==> src/rtl/clk_div_monitor_pkg.sv <==
// clk_div_monitor_pkg: state encoding and nominal divided-clock timing shared with the divider bench
package clk_div_monitor_pkg;
  typedef enum logic [1:0] {IDLE = 2'd0, MEASURE = 2'd1, LOCKED = 2'd2} state_t;
  localparam int DEF_EXP_HALF = 11;
  localparam int DEF_TOL = 1;
endpackage

==> src/rtl/clk_div_monitor_sync_edge_det.sv <==
// clk_div_monitor_sync_edge_det: synchronizer chain plus edge register producing registered rise/fall strobes
module clk_div_monitor_sync_edge_det #(
  parameter int SYNC_STAGES = 2
) (
  input  logic clk_i,
  input  logic rst_i,
  input  logic d,
  output logic rise,
  output logic fall
);
  logic [SYNC_STAGES-1:0] sync_q;
  logic prev_q;
  always_ff @(posedge clk_i) begin
    if (rst_i) begin
      sync_q <= '0;
      prev_q <= 1'b0;
      rise <= 1'b0;
      fall <= 1'b0;
    end else begin
      sync_q <= {sync_q[SYNC_STAGES-2:0], d};
      prev_q <= sync_q[SYNC_STAGES-1];
      rise <= sync_q[SYNC_STAGES-1] & ~prev_q;
      fall <= ~sync_q[SYNC_STAGES-1] & prev_q;
    end
  end
endmodule

==> src/rtl/clk_div_monitor.sv <==
// clk_div_monitor: edge strobes, half-period measurement, lock detection and sticky error for a divided clock
module clk_div_monitor
  import clk_div_monitor_pkg::*;
#(
  parameter int CNT_W = 11,
  parameter int SYNC_STAGES = 2,
  parameter int EXP_HALF = DEF_EXP_HALF,
  parameter int TOL = DEF_TOL,
  parameter int LOCK_COUNT = 4
) (
  input  logic             clk_i,
  input  logic             rst_i,
  input  logic             en_i,
  input  logic             div_clk_i,
  output logic             rise_o,
  output logic             fall_o,
  output logic [CNT_W-1:0] half_period_o,
  output logic             meas_valid_o,
  output logic             locked_o,
  output logic             err_o,
  input  logic             err_clr_i
);
  localparam int GW = $clog2(LOCK_COUNT + 1);
  localparam logic [CNT_W:0] HI = (CNT_W + 1)'(EXP_HALF + TOL);
  localparam logic [CNT_W:0] LO = (CNT_W + 1)'(EXP_HALF > TOL ? EXP_HALF - TOL : 0);
  state_t state_q, state_d;
  logic [CNT_W-1:0] cnt_q, cnt_d, cnt_sat, half_d;
  logic [GW-1:0] good_q, good_d;
  logic [CNT_W:0] cnt_x;
  logic rise_s, fall_s, edge_s, in_tol, timeout, mv_d, err_set;
  clk_div_monitor_sync_edge_det #(.SYNC_STAGES(SYNC_STAGES)) u_sync (
    .clk_i(clk_i),
    .rst_i(rst_i),
    .d(div_clk_i),
    .rise(rise_s),
    .fall(fall_s)
  );
  assign rise_o = rise_s & en_i;
  assign fall_o = fall_s & en_i;
  assign edge_s = rise_o | fall_o;
  assign locked_o = state_q == LOCKED;
  // Widened by one bit so EXP_HALF+TOL never wraps against the counter
  assign cnt_x = {1'b0, cnt_q};
  assign in_tol = cnt_x >= LO && cnt_x <= HI;
  assign timeout = cnt_x > HI;
  assign cnt_sat = &cnt_q ? cnt_q : cnt_q + 1'b1;
  always_comb begin
    state_d = state_q;
    cnt_d = edge_s ? CNT_W'(1) : cnt_sat;
    good_d = good_q;
    half_d = half_period_o;
    mv_d = 1'b0;
    err_set = 1'b0;
    if (!en_i) begin
      state_d = IDLE;
      cnt_d = '0;
      good_d = '0;
    end else if (state_q == IDLE) begin
      cnt_d = edge_s ? CNT_W'(1) : '0;
      good_d = '0;
      state_d = edge_s ? MEASURE : IDLE;
    end else if (edge_s) begin
      half_d = cnt_q;
      mv_d = 1'b1;
      if (!in_tol) begin
        good_d = '0;
        err_set = state_q == LOCKED;
        state_d = MEASURE;
      end else if (state_q == MEASURE) begin
        good_d = good_q + 1'b1;
        state_d = good_q == GW'(LOCK_COUNT - 1) ? LOCKED : MEASURE;
      end
    end else if (state_q == LOCKED && timeout) begin
      err_set = 1'b1;
      good_d = '0;
      state_d = MEASURE;
    end
  end
  always_ff @(posedge clk_i) begin
    if (rst_i) begin
      state_q <= IDLE;
      cnt_q <= '0;
      good_q <= '0;
      half_period_o <= '0;
      meas_valid_o <= 1'b0;
      err_o <= 1'b0;
    end else begin
      state_q <= state_d;
      cnt_q <= cnt_d;
      good_q <= good_d;
      half_period_o <= half_d;
      meas_valid_o <= mv_d;
      err_o <= err_set | (err_o & ~err_clr_i);
    end
  end
endmodule

==> config.mk <==
export PLATFORM = sky130hd
export DESIGN_NAME = clk_div_monitor
export DESIGN_NICKNAME = d
export VERILOG_FILES = /design/src/rtl/clk_div_monitor_pkg.sv /design/src/rtl/clk_div_monitor_sync_edge_det.sv /design/src/rtl/clk_div_monitor.sv
export SDC_FILE = /design/constraint.sdc
export NUM_CORES = 1
export LEC_CHECK = 0
export ABC_CLOCK_PERIOD_IN_PS = 3100
export CAP_MARGIN = 40
export CORE_UTILIZATION = 40
export DETAILED_ROUTE_END_ITERATION = 16
export PLACE_DENSITY = 0.63
export REMOVE_ABC_BUFFERS = 1
export SYNTH_ARGS = -nofsm -noshare
export SYNTH_HDL_FRONTEND = slang
export SYNTH_SLANG_ARGS = --single-unit
==> constraint.sdc <==
create_clock -name clk_i -period 3.1 [get_ports clk_i]
set_input_delay 0.62 -clock clk_i [delete_from_list [all_inputs] [get_ports clk_i]]
set_output_delay 0.62 -clock clk_i [all_outputs]
set_load 0.005 [all_outputs]
* Word level (Yosys, flattened, before mapping)
Cells that the tools add are included.
** Operators by class
- Eq/ne operators :: 6
- Add/sub/neg operators :: 2
- Bitwise logic cells :: 12
- Magnitude comparators :: 3
- Mux-type cells :: 21
- Reduce and logical (&&, ||, !) cells :: 11
** Operators by type and width (number)
- 11-bit 2-to-1 mux :: 3
- 2-bit 2-to-1 mux :: 6
- 3-bit 2-to-1 mux :: 4
- 11-bit by 1-bit adder with 11-bit output, second input constant :: 1
- 11-bit by 4-bit greater-or-equal comparator with 1-bit output, second input constant :: 1
- 11-bit by 4-bit > comparator with 1-bit output, second input constant :: 1
- 11-bit by 4-bit less-or-equal comparator with 1-bit output, second input constant :: 1
- 11-bit AND reduction :: 1
- 1-bit 2-to-1 mux :: 8
- 3-bit by 2-bit != test with 1-bit output, second input constant :: 2
- 1-bit AND :: 5
- 1-bit NOT :: 5
- 4-bit by 2-bit != test with 1-bit output, second input constant :: 1
- 2-bit AND reduction :: 2
- 3-bit by 1-bit adder with 3-bit output, second input constant :: 1
- 3-bit by 2-bit == test with 1-bit output, second input constant :: 1
- 3-bit AND reduction :: 1
- 3-bit nonzero test :: 1
- 3-bit OR reduction :: 1
- 2-bit by 1-bit == test with 1-bit output, second input constant :: 1
- 2-bit == test, second input constant :: 1
- 1-bit logical AND :: 2
- 2-bit logical NOT :: 1
- 1-bit bitwise OR :: 2
- other kinds (2) :: 2
** Storage, ports and cells
- Flip-flop bits (word level) :: 34
- Logic and storage cells :: 65
- Output and inout bits :: 16

* Depth between registers and ports, before layout
- Word-level depth :: 7
- Gate-level depth with buffers :: 7
- Depth with buffers taken out :: 7

* Cells and area by module
Synthesis repeated with hierarchy kept, for this count alone.
** Second synthesis, totals
- Cell total of the unflattened synthesis :: 177
- Area total of the unflattened synthesis :: 1501.4 µm²
** Modules (own cells, without submodules)
- clk_div_monitor :: cells an instance 167, area each 1367.6 µm², times used 1
- clk_div_monitor_sync_edge_det :: cells an instance 10, area each 133.9 µm², times used 1

* Worst setup path after synthesis
No wires, ideal clock.
- Path kind :: input -> register
- Start point :: input port rst_i
- End point :: register cnt_q[1]
- Arrival time :: 1.645 ns
- Setup time :: 0.059 ns
- Setup slack :: 1.396 ns
- Data required time :: 3.041 ns
- Stages on the path :: 5
- Path through :: clkbuf_1 -> nor2b_1 -> nand3_1 -> nor3_1 -> a31o_1
** Between the ends
- Cells in the longest elaborated chain, start to end :: 1
** RTL lines
- start: declaration :: RTL line clk_div_monitor.sv:12 : input logic rst_i,
- 2-bit OR reduction (no line)
- end signal: assignment :: RTL line clk_div_monitor.sv:89 : cnt_q <= cnt_d;
- end: declaration :: RTL line clk_div_monitor.sv:27 : logic [CNT_W-1:0] cnt_q, cnt_d, cnt_sat, half_d;
No other way between the ends.
A chain may end at the register's enable or synchronous reset.

* Worst setup path in the final report
- Start point :: input port en_i
- End point :: output port rise_o
** Between the ends
- Cells in the longest elaborated chain, start to end :: 1
** RTL lines
- start: declaration :: RTL line clk_div_monitor.sv:13 : input logic en_i,
- 1-bit AND :: RTL line clk_div_monitor.sv:38 : assign rise_o = rise_s & en_i;
- end: declaration :: RTL line clk_div_monitor.sv:15 : output logic rise_o,
No other way between the ends.

==> out/summary.txt <==
Status = complete, no violations
Largest area contributor in the netlist = dfxtp_1
Final Cycle Share = 0.8113
CP Launch Type = input port
Synth Register Bits = 34
Longest Clk Path Bufs = 2
Worst hold slack = 0.4162 ns
Number of routed nets with antenna violations = 0
Worst slack at placement = 0.5856 ns
GRT Util Overall = 0.1711
Largest net degree at the start of global routing = 18
Synthesized area per cell = 8.652 um2
Tmin final = 2.515 ns
Dominant cells by area after synthesis = dfxtp_1 (44%), nand2_1 (7.1%), a21oi_1 (5.6%), ha_1 (3.3%), nor2b_1 (3.3%)
Port Buf Inserts = 20
TNS Setup = 0 ns
Fmax achieved = 0.3976 GHz
Hold WC Path Type = reg2reg
Area delta synth->final = 19.77%
Clk_skew = 0.001947 ns
Synth Flop Type = dfxtp_1
CTS root buf = clkbuf_8
Final Max Tran Viols = 0
Final worst setup slack = 0.5848 ns
Net count, final = 205
WP data arrival = 1.90 ns
CTS H-Tree Depth = 2
Die Span Y = 63.88 um
Number of distinct library cells after synthesis = 37
Routed vias = 1319
CTS sink cnt = 34
Detailed router's first-iteration violation count = 38
Final Util = 0.5010
Final hold vios = 0
RSZ-0062 raised after global routing = no
Max-slew headroom = 0.5555
GPL Wtd Cong = 0.8413
CTS resizes = 0
Number of diodes = 0
Post-CTS setup buffer count = 0
Final wirelength = 3191 um
Drt pass-1 iters = 4
Cells after synthesis = 177
Seq/Total Area, Yosys = 0.4444
Setup Viol. Count Final = 0
DR WL/cell = 13.08 um
Drc violations = 0
Routed vias/inst = 5.406
Ports = 21
Worst Path Required = 2.48 ns
Row count = 22
Worst Tran Pin Value = 0.6643 ns
First-pass GRT wire length = 5423 um
Kind of critical path = in2out
Post-CTS Hold Buffers = 0
P_leak = 0.0006360 uW
Vias in the first global route = 1263
Die Width = 63.88 um
Worst Setup End Kind = primary output
Core area = 3661 um2
Initial antenna violation count = 0
Yosys top cell area share = 0.4444
Die Area = 4080 um2
Number of synthesized flops with an enable pin = 0
CTS tree = yes
Initial Util = 0.4183
Max Cap Viol = 0
Fraction of layout cells with a size suffix above 1 = 0.06633
Synth async-reset ratio = 0
Post-Synthesis Cell Area = 1531 um2
Power per cell area = 415.3 nW/um2
Worst-path fanout max = 7
Worst VDD drop = 0.2078 mV
Reg clk slew, reported paths = 0.06 ns
Gr ovfl total = 0
Clk_lat worst skew = 0.28 ns
Detailed Place HPWL = 2320 um
Yosys warnings = 0
CTS buffer count = 5
-- cells in the mapped netlist, types with 2 or more instances --
| library cell | instances |
|---|---|
| ha_1 | 4 |
| o21a_1 | 2 |
| nand2b_1 | 3 |
| o211ai_1 | 3 |
| dfxtp_1 | 34 |
| o21ai_1 | 2 |
| xor2_1 | 5 |
| buf_2 | 3 |
| a21o_1 | 2 |
| o2bb2ai_1 | 3 |
| clkbuf_1 | 6 |
| and3_1 | 2 |
| a21oi_1 | 17 |
| a31oi_1 | 4 |
| and2_1 | 2 |
| nand2_1 | 29 |
| nand4_1 | 6 |
| nor2b_1 | 8 |
| nor3_1 | 6 |
| and4_1 | 2 |
| inv_1 | 4 |
| nand3_1 | 3 |
| nor4_4 | 2 |
| nor2_1 | 12 |
-- cell usage in the layout, fill, tap and decap left out, types with 3 or more instances in the layout --
cell type and n:
o211ai_1 3, o2bb2ai_1 3, ha_1 4, clkbuf_8 5, clkdlybuf4s50_1 20, nand4_1 6
nor2_1 12, nor2b_1 8, inv_1 4, xor2_1 5, nand3_1 3, nand2b_1 3
nand2_1 29, a31oi_1 4, nor3_1 6, a21oi_1 17, dfxtp_1 34
-- per-stage QoR --
step	total power, uW	area, um2	std cells
after floorplan	459.9	1483	167
after global routing	797.4	1834	244
after detailed placement	474.5	1758	237
final	761.8	1834	244
after global placement	473.7	1758	237
after CTS	774.4	1834	244
-- cell families after synthesis --
kind of cell    after synthesis  synth area share
flops                        34            0.4444
fa+ha+maj                     4           0.03268
buf+inv                      14           0.04166
compound gates               40            0.1675
simple gates                 79            0.2794
xor+xnor                      6           0.03431
-- worst max-delay path: stages --
cell and delay [ns]:
clkdlybuf4s50_1 0.58, and2_1 0.18, clkdlybuf4s50_1 0.51
-- layer usage --
metal  up-vias  GRT usage  routed length [um]
li1        658          -                   -
met1       611     0.1923                1419
met2        48     0.3072                1602
met3         2    0.04821                 151
met4         0    0.05682                  17
met5         -          0                   0
-- final timing paths --
check	from	to	slack, ns	depth (start not counted)
hold reg to reg	u_sync.prev_q	u_sync.rise	0.42	1
setup / recovery	en_i	rise_o	0.58	3
setup reg to reg	cnt_q[1]	cnt_q[5]	1.21	6
hold / removal	u_sync.prev_q	u_sync.rise	0.42	1
-- power breakdown --
| part | internal [uW] | switching (uW) | total (uW) |
|---|---|---|---|
| Clock | 154 | 143 | 297 |
| Combinational | 10.9 | 12.1 | 23.0 |
| Sequential | 440 | 2.21 | 442 |
-- flip-flops by register name (all words and copies together) (netlist names) --
| register | flops |
|---|---|
| err_o | 1 |
| half_period_o | 11 |
| good_q | 3 |
| meas_valid_o | 1 |
| cnt_q | 11 |
| u_sync.rise | 1 |
| u_sync.prev_q | 1 |
| state_q | 2 |
| u_sync.fall | 1 |
| u_sync.sync_q | 2 |
-- layout make-up --
type,instances,area (um2)
Tap cell,48,60.06
Sequential cell,34,680.7
Clock buffer,7,76.32
Fill cell,361,1827
Timing Repair Buffer,22,215.2
Multi-Input combinational cell,129,787.0
Inverter,4,15.01
Power figures use the tool's default switching activity.
